## src/rtl/router_fifo.sv

```systemverilog
// Per-destination output buffer of the 1x3 router: stores header-flagged bytes from router_reg
// and tracks the bytes still outstanding in the packet currently being read out.
module router_fifo #(
    parameter int WIDTH  = 8,
    parameter int DEPTH  = 16,
    parameter int ADDR_W = 4
) (
    input  logic             clock,
    input  logic             reset,
    input  logic             soft_reset,
    input  logic             write_enb,
    input  logic             lfd_state,
    input  logic [WIDTH-1:0] data_in,
    input  logic             read_enb,
    output logic [WIDTH-1:0] data_out,
    output logic             out_valid,
    output logic             pkt_active,
    output logic             full,
    output logic             empty
);

    localparam logic [ADDR_W:0] PTR_ONE = 1;

    logic [WIDTH:0]     mem_q [DEPTH];
    logic [ADDR_W:0]    wr_ptr_q, wr_ptr_d;
    logic [ADDR_W:0]    rd_ptr_q, rd_ptr_d;
    logic [6:0]         rem_cnt_q, rem_cnt_d;
    logic [WIDTH-1:0]   data_out_q, data_out_d;
    logic               out_valid_q, out_valid_d;
    logic               wr_acc, rd_acc;
    logic [WIDTH:0]     rd_entry;

    assign empty      = (wr_ptr_q == rd_ptr_q);
    assign full       = (wr_ptr_q[ADDR_W-1:0] == rd_ptr_q[ADDR_W-1:0]) &&
                        (wr_ptr_q[ADDR_W] != rd_ptr_q[ADDR_W]);
    assign pkt_active = (rem_cnt_q != 7'd0);
    assign data_out   = data_out_q;
    assign out_valid  = out_valid_q;

    assign wr_acc   = write_enb && !full;
    assign rd_acc   = read_enb && !empty;
    assign rd_entry = mem_q[rd_ptr_q[ADDR_W-1:0]];

    always_comb begin
        wr_ptr_d    = wr_ptr_q;
        rd_ptr_d    = rd_ptr_q;
        rem_cnt_d   = rem_cnt_q;
        data_out_d  = data_out_q;
        out_valid_d = 1'b0;
        if (soft_reset) begin
            wr_ptr_d   = '0;
            rd_ptr_d   = '0;
            rem_cnt_d  = '0;
            data_out_d = '0;
        end else begin
            if (wr_acc) begin
                wr_ptr_d = wr_ptr_q + PTR_ONE;
            end
            if (rd_acc) begin
                rd_ptr_d    = rd_ptr_q + PTR_ONE;
                data_out_d  = rd_entry[WIDTH-1:0];
                out_valid_d = 1'b1;
                // Header length field counts payload; +1 accounts for the trailing parity byte.
                if (rd_entry[WIDTH]) begin
                    rem_cnt_d = {1'b0, rd_entry[7:2]} + 7'd1;
                end else if (rem_cnt_q != 7'd0) begin
                    rem_cnt_d = rem_cnt_q - 7'd1;
                end
            end
        end
    end

    always_ff @(posedge clock or posedge reset) begin
        if (reset) begin
            wr_ptr_q    <= '0;
            rd_ptr_q    <= '0;
            rem_cnt_q   <= '0;
            data_out_q  <= '0;
            out_valid_q <= 1'b0;
        end else begin
            wr_ptr_q    <= wr_ptr_d;
            rd_ptr_q    <= rd_ptr_d;
            rem_cnt_q   <= rem_cnt_d;
            data_out_q  <= data_out_d;
            out_valid_q <= out_valid_d;
        end
    end

    // Storage is deliberately unreset; only written locations are ever read.
    always_ff @(posedge clock) begin
        if (wr_acc && !soft_reset) begin
            mem_q[wr_ptr_q[ADDR_W-1:0]] <= {lfd_state, data_in};
        end
    end

endmodule

```

## config.mk

```make
export PLATFORM = sky130hd
export DESIGN_NAME = router_fifo
export DESIGN_NICKNAME = d
export VERILOG_FILES = /design/src/rtl/router_fifo.sv
export SDC_FILE = /design/constraint.sdc
export NUM_CORES = 1
export LEC_CHECK = 0
export CAP_MARGIN = 30
export CORE_ASPECT_RATIO = 0.6
export CORE_MARGIN = 2
export CORE_UTILIZATION = 45
export CTS_BUF_LIST = sky130_fd_sc_hd__clkbuf_2 sky130_fd_sc_hd__clkbuf_4 sky130_fd_sc_hd__clkbuf_8
export DETAILED_ROUTE_END_ITERATION = 10
export GPL_ROUTABILITY_DRIVEN = 0
export GPL_TIMING_DRIVEN = 0
export PLACE_DENSITY_LB_ADDON = 0.05
export SYNTH_ARGS = -nofsm -noshare
export SYNTH_HDL_FRONTEND = slang
export SYNTH_SLANG_ARGS = --single-unit
```

## constraint.sdc

```tcl
create_clock -name clock -period 3.2 [get_ports clock]
set_input_delay 0.96 -clock clock [delete_from_list [all_inputs] [get_ports clock]]
set_output_delay 0.96 -clock clock [all_outputs]
set_load 0.02 [all_outputs]
```

==> results.yml <==
run_status:
  status: "finished, final reports clean"
pwr:
  p_per_area_nw_per_um2: 618.7
  vdd_drop_max_v: 0.0002604
  p_leak_nw: 2.799
  p_total_mw: 5.096
timing:
  fin_setup_tns_ns: 0
  hold_violations: 0
  final_max_slew_viol_count: 0
  setup_viol: 0
  tightest_slew_ns: 0.8378
  post-route-period-util: 0.9633
  rsz0062_at_grt: "no"
  finalClockSkew_ns: 0.01807
  slew_headroom: 0.4409
  fmax_mhz: 324.4
  final.min_clock_period_ns: 3.082
die:
  design.core.area_um2: 15370
  die_area_um2: 16810
  initial_utilization: 0.4614
  dieWidth_um: 166.1
  rows: 35
  io_pins: 26
  die-height_um: 101.2
cts:
  clock_latency_ns: 0.45
  clk_pin_slew_worst_paths_ns: 0.08
  htree_levels: 4
  cts_tree: "built"
  cts_root_buf: "clkbuf_8"
  numCtsBuffers: 17
  clockBufferDepth: 2
  cts.sinks: 170
placed_design:
  port_buffers: 25
  dp_hpwl_um: 11600
finish:
  area_growth_pct: 16.14
  layout_commonest_cell: "edfxtp_1"
  utilization: 0.5359
  fin_nets: 491
  num_antenna_cells: 0
  final_cell_mix: "edfxtp_1 (144), nand2_1 (36), nor2_1 (32)"
  layout-drive-gt1-share: 0.2029
global_route:
  antenna_found_initial: 0
  grt_pass1_vias: 3820
  grt_max_degree: 22
  grt_use_total: 0.2052
  gr-total-overflow: 0
  grt_pass1_wl_um: 24220
synth:
  netlist_area_um2: 7092
  synth_edf_count: 144
  synth_cell_types: 41
  synthFlopType: "edfxtp_1"
  yosys-top-cells-area: "edfxtp_1 (61%), dfrtp_1 (9.2%), mux4_2 (7.3%)"
  synth_largest_area_cell: "edfxtp_1"
  ys_seq_elements: 170
  synthCells: 411
  avgSynthCellArea_um2: 17.25
  synth_warnings: 0
  ys_seq_area_frac: 0.7015
  yosysTopAreaCellShare: 0.6097
  synthArstFlopShare: 0.1529
  synth_nets: 432
detailed_routing:
  drt_pre_antenna_iters: 4
  avgViaCountPerCell: 5.603
  routed_wl_um: 16230
  routedWlPerCell_um: 23.66
  drc: 0
  vias: 3844
  drt-initial-drc-count: 367
  ant_nets: 0
worst_hold_path:
  hold_class: "reg -> reg"
critical_path:
  r2r_slack_ns: 0.36
  worstSetupStartpointType: "flip-flop"
  crit_slowest_cell: "dfrtp_1"
  crit_type: "reg -> out"
  cp_max_fo: 7
  arrival_ns: 2.12
  critPathCaptureType: "primary output"
  crit_chain: "inv_1 > ha_1 > nor3b_2 > nand2b_1 > or3_4 > clkdlybuf4s15_2"
  worst_ep_required_time_ns: 2.24
  max_stage_delay_ns: 0.43
flow_run:
  maxCapViolCount: 0
[power breakdown]
part	switching, mW	leakage, nW	internal, mW
Combinational	0.543	0.940	0.441
Clock	0.795	0.205	0.820
Sequential	0.0420	1.65	2.46
Total	1.38	2.80	3.72
[final timing paths]
path,startpoint,to,depth (start not counted)
min reg2reg,data_out[3],data_out[3],2
min in group asynchronous,reset,wr_ptr_q[1],2
max in group asynchronous,reset,rem_cnt_q[0],3
max,rem_cnt_q[0],pkt_active,6
max reg2reg,rd_ptr_q[1],rem_cnt_q[4],10
min,data_out[3],data_out[3],2
[worst max-delay path: cells and delay by family, from the launching register on]
| family | cells | cell delay, ns |
|---|---|---|
| AND/OR/NAND/NOR | 3 | 0.74 |
| flip-flops | 1 | 0.43 |
| buffers and inverters | 2 | 0.34 |
| adder cells (fa/ha/maj) | 1 | 0.17 |
[metrics by stage]
step                cell area (µm²)  worst slack (ns)  hold slack (ns)  cells
floorplan                      7092            0.7358           0.4734    411
global placement               7596           -0.6452           0.4907    639
detailed placement             7801            0.1082           0.4953    655
CTS                            8229           0.02586           0.5205    686
global route                   8237           0.01713           0.5437    686
finish                         8237            0.1176           0.5276    686
[kinds of logic (layout without fill, tap and decap cells)]
family | after synthesis | count (layout) | share of synthesized area
compound gates | 41 | 41 | 0.03935
fa+ha+maj | 7 | 7 | 0.01235
xor+xnor | 18 | 18 | 0.02223
simple gates | 101 | 101 | 0.06387
buf+inv | 30 | 102 | 0.02364
mux | 44 | 44 | 0.1371
flops | 170 | 170 | 0.7015
[synthesized netlist by cell type (all sizes together) (6+ instances only)]
library cell	n
clkbuf	10
o21ai	6
xor2	9
inv	7
buf	13
a21oi	13
ha	7
edfxtp	144
a22oi	10
mux2i	6
nor3	7
mux4	38
xnor2	9
nand2	37
nor2	33
dfrtp	26
[flip-flops by register name, indices dropped and copies added (netlist names)]
name / cells
mem_q: 144
data_out: 8
rem_cnt_q: 7
rd_ptr_q: 5
wr_ptr_q: 5
out_valid: 1
[layout make-up]
type,count,area [µm²]
clock buffer,19,261.5
clock inverter,13,165.2
inverter,7,26.28
sequential,170,4975
fill,1243,7134
buffer,22,137.6
timing repair buffer,41,430.4
tap,203,254.0
multi-input combinational,211,1987
[timing repair]
action / CTS / global route
setup buffers: 0 / 0
hold buffers: 0 / 0
resized for setup: 5 / 2
endpoints found under the setup margin: 2 / 2
[metal layers]
layer	share of wire	wire length (µm)	up-vias	global-route usage
met5	0	0	-	0
met1	0.53	8609	2037	0.3322
met3	0.041	667	9	0.03830
li1	-	-	1717	-
met4	0.0073	119	0	0.06622
met2	0.42	6838	81	0.2786
Power figures use the tool's default switching activity.
